$ cat src/rtl/instr_fetch_pkg.sv
// Shared definitions for the instruction fetch stage: opcode classes, the bubble
// encoding, the fetch FSM states and the opcode-to-hold-count lookup.
package fetch_pkg;

    localparam logic [2:0] OP_STORE = 3'b000;
    localparam logic [2:0] OP_LDROM = 3'b001;
    localparam logic [2:0] OP_RMOV  = 3'b010;
    localparam logic [2:0] OP_ALU   = 3'b011;
    localparam logic [2:0] OP_JMP   = 3'b110;
    localparam logic [2:0] OP_HALT  = 3'b111;

    localparam logic [7:0] BUBBLE = 8'h80;

    localparam int CNT_W = 8;

    typedef enum logic [1:0] {
        FETCH,
        WAIT,
        ISSUE,
        HALTED
    } fetch_state_t;

    // Number of cycles the decoder needs to see an instruction of a given class.
    function automatic logic [CNT_W-1:0] hold_for_opcode(input logic [2:0] opcode,
                                                         input int         ldrom,
                                                         input int         rmov);
        case (opcode)
            OP_LDROM:                         hold_for_opcode = CNT_W'(ldrom);
            OP_RMOV:                          hold_for_opcode = CNT_W'(rmov);
            OP_STORE, OP_ALU, OP_JMP, OP_HALT: hold_for_opcode = CNT_W'(1);
            default:                          hold_for_opcode = CNT_W'(1);
        endcase
    endfunction

endpackage

$ cat src/rtl/instr_fetch_issue_hold_cnt.sv
// Issue hold counter: loads the hold length for a freshly captured opcode and
// counts it down on non-stalled issue cycles; done marks the final issue cycle.
module issue_hold_cnt
    import fetch_pkg::*;
#(
    parameter int HOLD_LDROM = 4,
    parameter int HOLD_RMOV  = 2
) (
    input  logic       clk_i,
    input  logic       rst_i,
    input  logic       load_i,
    input  logic [2:0] opcode_i,
    input  logic       en_i,
    input  logic       stall_i,
    output logic       done_o
);

    localparam logic [CNT_W-1:0] ONE = CNT_W'(1);

    logic [CNT_W-1:0] cnt_q;
    logic [CNT_W-1:0] cnt_d;

    always_comb begin
        cnt_d = cnt_q;
        if (load_i) begin
            cnt_d = hold_for_opcode(opcode_i, HOLD_LDROM, HOLD_RMOV);
        end else if (en_i && !stall_i && (cnt_q != '0)) begin
            cnt_d = cnt_q - ONE;
        end
    end

    always_ff @(posedge clk_i) begin
        if (rst_i) begin
            cnt_q <= '0;
        end else begin
            cnt_q <= cnt_d;
        end
    end

    assign done_o = (cnt_q == ONE);

endmodule

$ cat src/rtl/instr_fetch.sv
// Fetch stage feeding the decoder: fetch, wait for memory, issue for the opcode's
// hold length, bubble in between. Define FETCH_JUMP_EN to make opcode 3'b110 an absolute jump.
module instr_fetch
    import fetch_pkg::*;
#(
    parameter int PC_W       = 8,
    parameter int RESET_PC   = 0,
    parameter int HOLD_LDROM = 4,
    parameter int HOLD_RMOV  = 2
) (
    input  logic            clk,
    input  logic            rst,
    input  logic            stall,
    output logic            pmem_rd_en,
    output logic [PC_W-1:0] pmem_addr,
    input  logic [7:0]      pmem_data,
    input  logic            pmem_valid,
    output logic [7:0]      instruction,
    output logic            instr_valid,
    output logic [PC_W-1:0] pc,
    output logic            halted
);

    fetch_state_t    state_q, state_d;
    logic [PC_W-1:0] pc_q, pc_d;
    logic [PC_W-1:0] next_pc;
    logic [7:0]      ir_q, ir_d;
    logic [7:0]      instr_q, instr_d;
    logic            valid_q, valid_d;
    logic            rd_en_q, rd_en_d;
    logic            halted_q, halted_d;
    logic            capture;
    logic            hold_done;

    assign capture = (state_q == WAIT) && pmem_valid;

    issue_hold_cnt #(
        .HOLD_LDROM (HOLD_LDROM),
        .HOLD_RMOV  (HOLD_RMOV)
    ) u_hold (
        .clk_i    (clk),
        .rst_i    (rst),
        .load_i   (capture),
        .opcode_i (pmem_data[7:5]),
        .en_i     (state_q == ISSUE),
        .stall_i  (stall),
        .done_o   (hold_done)
    );

`ifdef FETCH_JUMP_EN
    assign next_pc = (pmem_data[7:5] == OP_JMP) ? PC_W'(pmem_data[4:0])
                                                : pc_q + PC_W'(1);
`else
    assign next_pc = pc_q + PC_W'(1);
`endif

    // The read strobe is registered, so the request for a FETCH cycle is decided
    // on the edge entering it; a stall only suppresses requests not yet launched.
    always_comb begin
        state_d = state_q;
        pc_d    = pc_q;
        ir_d    = ir_q;
        case (state_q)
            FETCH: begin
                if (rd_en_q) begin
                    state_d = WAIT;
                end
            end
            WAIT: begin
                if (pmem_valid) begin
                    ir_d    = pmem_data;
                    pc_d    = next_pc;
                    state_d = ISSUE;
                end
            end
            ISSUE: begin
                if (!stall && hold_done) begin
                    state_d = (ir_q[7:5] == OP_HALT) ? HALTED : FETCH;
                end
            end
            HALTED: begin
                state_d = HALTED;
            end
            default: begin
                state_d = FETCH;
            end
        endcase

        rd_en_d  = (state_d == FETCH) && !stall;
        valid_d  = (state_d == ISSUE);
        instr_d  = valid_d ? ir_d : BUBBLE;
        halted_d = (state_d == HALTED);
    end

    always_ff @(posedge clk) begin
        if (rst) begin
            state_q  <= FETCH;
            pc_q     <= PC_W'(RESET_PC);
            ir_q     <= BUBBLE;
            instr_q  <= BUBBLE;
            valid_q  <= 1'b0;
            rd_en_q  <= 1'b0;
            halted_q <= 1'b0;
        end else begin
            state_q  <= state_d;
            pc_q     <= pc_d;
            ir_q     <= ir_d;
            instr_q  <= instr_d;
            valid_q  <= valid_d;
            rd_en_q  <= rd_en_d;
            halted_q <= halted_d;
        end
    end

    assign pmem_rd_en  = rd_en_q;
    assign pmem_addr   = pc_q;
    assign pc          = pc_q;
    assign instruction = instr_q;
    assign instr_valid = valid_q;
    assign halted      = halted_q;

endmodule

$ cat config.mk
export PLATFORM = sky130hd
export DESIGN_NAME = instr_fetch
export DESIGN_NICKNAME = d
export VERILOG_FILES = /design/src/rtl/instr_fetch_pkg.sv /design/src/rtl/instr_fetch_issue_hold_cnt.sv /design/src/rtl/instr_fetch.sv
export SDC_FILE = /design/constraint.sdc
export NUM_CORES = 1
export LEC_CHECK = 0
export ABC_AREA = 1
export CAP_MARGIN = 30
export CORE_ASPECT_RATIO = 0.5
export CORE_UTILIZATION = 49
export CTS_CLUSTER_DIAMETER = 80
export DETAILED_ROUTE_END_ITERATION = 7
export PLACE_DENSITY = 0.78
export SYNTH_ARGS = -nofsm -noshare
export SYNTH_HDL_FRONTEND = slang
export SYNTH_SLANG_ARGS = --single-unit
$ cat constraint.sdc
create_clock -name clk -period 2.1 [get_ports clk]
set_clock_uncertainty 0.15 [all_clocks]
set_input_delay 0.42 -clock clk [delete_from_list [all_inputs] [get_ports clk]]
set_output_delay 0.42 -clock clk [all_outputs]
set_load 0.03 [all_outputs]
# == Word level (Yosys, flattened, before mapping) ==
# Cells that the tools add are included.
# classes
add_sub_neg,2
reduce_logical,12
n_eq_ne,9
muxes,10
bitwise_logic,1
# op_table
operator,count
8-bit two-way mux,4
"8-bit by 1-bit adder with 8-bit output, second input constant",1
"2-bit equality test, second input constant",4
"8-bit by 1-bit equality test with 1-bit output, second input constant",1
2-bit two-way mux,4
2-bit one-hot mux with 4 select lines,1
8-bit nonzero test,1
"8-bit by 1-bit subtractor with 8-bit output, second input constant",1
3-bit one-hot mux with 2 select lines,1
1-bit logical AND,5
2-bit logical NOT,2
"3-bit by 1-bit equality test with 1-bit output, second input constant",1
"3-bit by 2-bit equality test with 1-bit output, second input constant",1
"3-bit equality test, second input constant",1
"2-bit by 1-bit equality test with 1-bit output, second input constant",1
2-bit AND reduction,1
2-bit nonzero test,1
2-bit OR reduction,1
1-bit logical NOT,1
1-bit inverter,1
# word_totals
register_bits,37
output_inout_bits,27
in_bits,12

# == Logic depth before layout (Yosys ltp) ==
# depth
depth_word,7
mapped_depth,11
mapped_depth_nobuf,11

# == Cells and area by module ==
# From an unflattened synthesis, not the netlist that was laid out.
# unflattened
cells_unflattened,231
hier_area_um2,1801.7
# by_module_without_submodules
module,cells_each,area_per_inst_um2,seq_area_each_um2,n_inst
instr_fetch,142,1246.2,580.6,1
issue_hold_cnt,89,555.5,160.2,1

# == Least setup slack after synthesis ==
# OpenSTA, ideal clock, no wires.
# synth_timing
kind,reg2reg
from,register pc_q[0] (netlist: pc[0])
to,register pc_q[6] (netlist: pc[6])
setup_time_ps,113
t_required_ps,1837
period_less_slack_ps,1483
n_path_buf,0
arrival_time_ps,1220
path_stages_with_launch,7
path_slack_ps,617
cell_sequence,dfxtp_1 ha_1 nand3_2 nor2_2 nand2_1 o21ai_1 nor2_1
# synth_between
elab_chain_len,1
# synth_rtl
element,line,source
from (decl),instr_fetch.sv:25,"logic [PC_W-1:0] pc_q, pc_d;"
from (signal assigned),instr_fetch.sv:98,pc_q <= PC_W'(RESET_PC);
from (signal assigned),instr_fetch.sv:106,pc_q <= pc_d;
8-bit by 1-bit adder with 8-bit output,instr_fetch.sv:54,assign next_pc = pc_q + PC_W'(1);
# Every way passes these cells.
# A chain may end at the register's enable or synchronous reset.

# == Final worst setup path ==
# layout_timing
from,register pc_q[4] (netlist: pc[4])
to,output pc[4]
# layout_rtl
element,line,source
to (decl),instr_fetch.sv:20,"output logic [PC_W-1:0] pc,"
# No word-level cell between the ends.

==> impl_metrics.csv <==
group,metric,value,unit
clock_network,cts_sinks,37,
drt,final_antenna_net_count,0,
global_routing,track_usage,20.57,%
clock_network,cts_hold_buf,0,
min_path,min_to,"u_hold.cnt_q[7]",
global_routing,grt_pass1_wl,5747,um
clock_network,clockBufferDepth,2,
global_routing,grt_pass1_vias,1361,
sta,finalSetupTns,0,ns
sta,rsz0062_at_grt,"false",
global_routing,overflow,0,
floorplan,core,3171,um^2
layout,drive_above_1_share,13.79,%
sta,drv_slew,0,
worst_setup_path,r2r-end,"instruction[4]",
drt,dr.pass1.iters,5,
synthesis,syn_area,1725,um^2
layout,seq_area,740.7,um^2
synthesis,synth_edf_count,0,
synthesis,synth_area_per_cell,7.703,um^2
status,status,"completed",
floorplan,die_area,3777,um^2
synthesis,synth_commonest_cells,"47 x nand2_1, 37 x dfxtp_1, 30 x nor2_1, 25 x inv_1",
synthesis,synth_top_area_share,42.93,%
sta,maxSlewHeadroom,77.83,%
worst_setup_path,arrival,1.45,ns
sta,tightest_slew,0.3290,ns
worst_setup_path,cp_top_family,"buffers and inverters",
synthesis,seq_area_frac_synth,42.93,%
drt,drc,0,
worst_setup_path,required,1.53,ns
floorplan,die_h,43.96,um
sta,fin_crit_sh,96.41,%
worst_setup_path,worstSetupPathType,"register to output port",
sta,hold_viol_final,0,
clock_network,cts_tree,"built",
synthesis,ys_types,31,
drt,via_per_inst,4.731,
clock_network,post_cts_resize_count,0,
place,gp_congestion,0.8135,
min_path,hold_path_depth,2,
worst_setup_path,critPathMaxStageDelay,0.72,ns
min_path,hold_path_class,"register to register",
worst_setup_path,r2r-start,"u_hold.cnt_q[1]",
floorplan,initial_core_util,54.42,%
sta,min_period,2.025,ns
synthesis,yosys_register_bits,37,
power,leakage,0.0009183,uW
clock_network,clkTransAtPathRegs,0.08,ns
place,port_buffers,38,
layout,fin_nets,276,
power,p_per_area,710.8,nW/um^2
drt,drt_iter0_drc,44,
sta,finalSetupViolations,0,
synthesis,yosysMostFrequentCell,"nand2_1",
layout,fillers,267,
synthesis,syn-num-nets,240,
worst_setup_path,critPathSlowestCell,"clkdlybuf4s50_1",
power,total_power,1578,uW
drt,wirelength,3491,um
floorplan,pin_count,39,
drt,met2WireLength,1620,um
worst_setup_path,end_kind,"output port",
synthesis,yosysWarnings,0,
min_path,hold_start,"u_hold.cnt_q[7]",
clock_network,numCtsBuffers,5,
power,irDropWorstVdd,0.0003145,V
worst_setup_path,reg2reg_slack,0.49,ns
worst_setup_path,cp_cell_sequence,"clkdlybuf4s50_1",
flow_run,maxCapViolCount,0,
drt,met1_length,1646,um
synthesis,async_reset_ff_share,0,%
clock_network,insertion_delay,0.29,ns
sta,max_freq,493.9,MHz
synthesis,synth_area_leaders,"dfxtp_1 43%, nand2_1 10%, nor2_1 6.5%, inv_1 5.4%, nor2_2 4.0%",
drt,top_layer,"met4",
clock_network,post_cts_buffers,0,
drt,wl_met3,170,um
floorplan,rows,14,
floorplan,dieWidth,85.92,um
synthesis,yosys_most_used_dff,"dfxtp_1",
layout,multiInputGateArea,787.0,um^2
global_routing,antenna_found_initial,0,
place,dp_hpwl,2531,um
synthesis,yosys.area.top_type,"dfxtp_1",
worst_setup_path,reg2reg_depth,11,
worst_setup_path,start_kind,"register",
clock_network,h-tree-depth,2,
worst_setup_path,cp_max_fo,6,
clock_network,cts_root_buf,"clkbuf_8",
layout,antenna_cells,0,
global_routing,grt_max_degree,17,
worst_setup_path,worst-path-buf-inv,1,
drt,vias,1462,
synthesis,syn_inst,224,
drt,routedWlPerCell,11.30,um
layout,syn2layout_area_growth,28.64,%
[per-stage QoR]
stage | setup WS [ns] | instances | cell area [um^2] | hold slack [ns] | util [%]
after floorplan | 0.6167 | 224 | 1725 | 0.3156 | -
after global placement | 0.1372 | 301 | 2105 | 0.3260 | 66.38
after detailed placement | 0.1078 | 301 | 2105 | 0.3448 | 66.38
after CTS | 0.06044 | 309 | 2220 | 0.3566 | 70.01
after global routing | 0.009832 | 309 | 2220 | 0.3774 | 70.01
final | 0.07544 | 309 | 2220 | 0.3527 | 70.01
[worst max path at each step]
stage / startpoint / end / slack [ns] / depth (start not counted)
floorplan: pc[0] / pc[6] / 0.62 / 6
finish: pc[4] / pc[4] / 0.08 / 1
CTS: pc[4] / pc[4] / 0.06 / 1
global placement: pmem_valid / instruction[6] / 0.14 / 8
global route: pc[4] / pc[4] / 0.01 / 1
detailed placement: pmem_valid / instruction[1] / 0.11 / 8
[state kept, by name, summed over array words and instances, names as in the netlist]
signal,count
ir_q,8
pc,8
instruction,8
u_hold.cnt_q,8
halted,1
instr_valid,1
pmem_rd_en,1
state_q,2
[per-layer routing]
metal,vias to the layer above,GRT usage (%)
met5,-,0
met4,0,10.00
met3,5,7.048
met2,31,34.76
met1,674,24.00
li1,752,-
[final cells by class]
type / count / share of cell area, %
clock buffer: 5 / 3.100
clock inverter: 3 / 2.086
inverter: 29 / 5.130
multi-input combinational: 146 / 35.46
sequential: 37 / 33.37
tap: 48 / 2.706
timing repair buffer: 41 / 18.15
[cell families after synthesis]
| logic type | count (synthesis) | synth area share (%) |
|---|---|---|
| xor gates and xnor gates | 4 | 2.031 |
| DFF | 37 | 42.93 |
| AOI/OAI and AO/OA | 22 | 6.454 |
| and+or+nand+nor | 111 | 31.33 |
| adders and majority gates | 4 | 2.901 |
| muxes | 5 | 2.901 |
| buffers and inverters | 41 | 11.46 |
[cells in the final DEF (no fill, tap or decap), drive strengths merged]
master,count
nand4,2
o21ai,12
dfxtp,37
a21oi,9
nor3b,1
buf,3
xnor2,1
inv,27
nand3b,1
clkdlybuf4s50,38
clkinvlp,1
nand2,51
clkinv,3
bufinv,1
ha,4
nand3,8
or2,1
nor3,3
xor2,3
o22ai,1
mux2i,5
nor2,44
clkbuf,5
[power by group]
part	leakage [uW]	internal (uW)	switching [uW]	total (uW)
Clock	0.0000543	355	267	622
Combinational	0.000565	87.9	130	218
Sequential	0.000299	722	14.7	737
(Power assumes the default switching activity.)
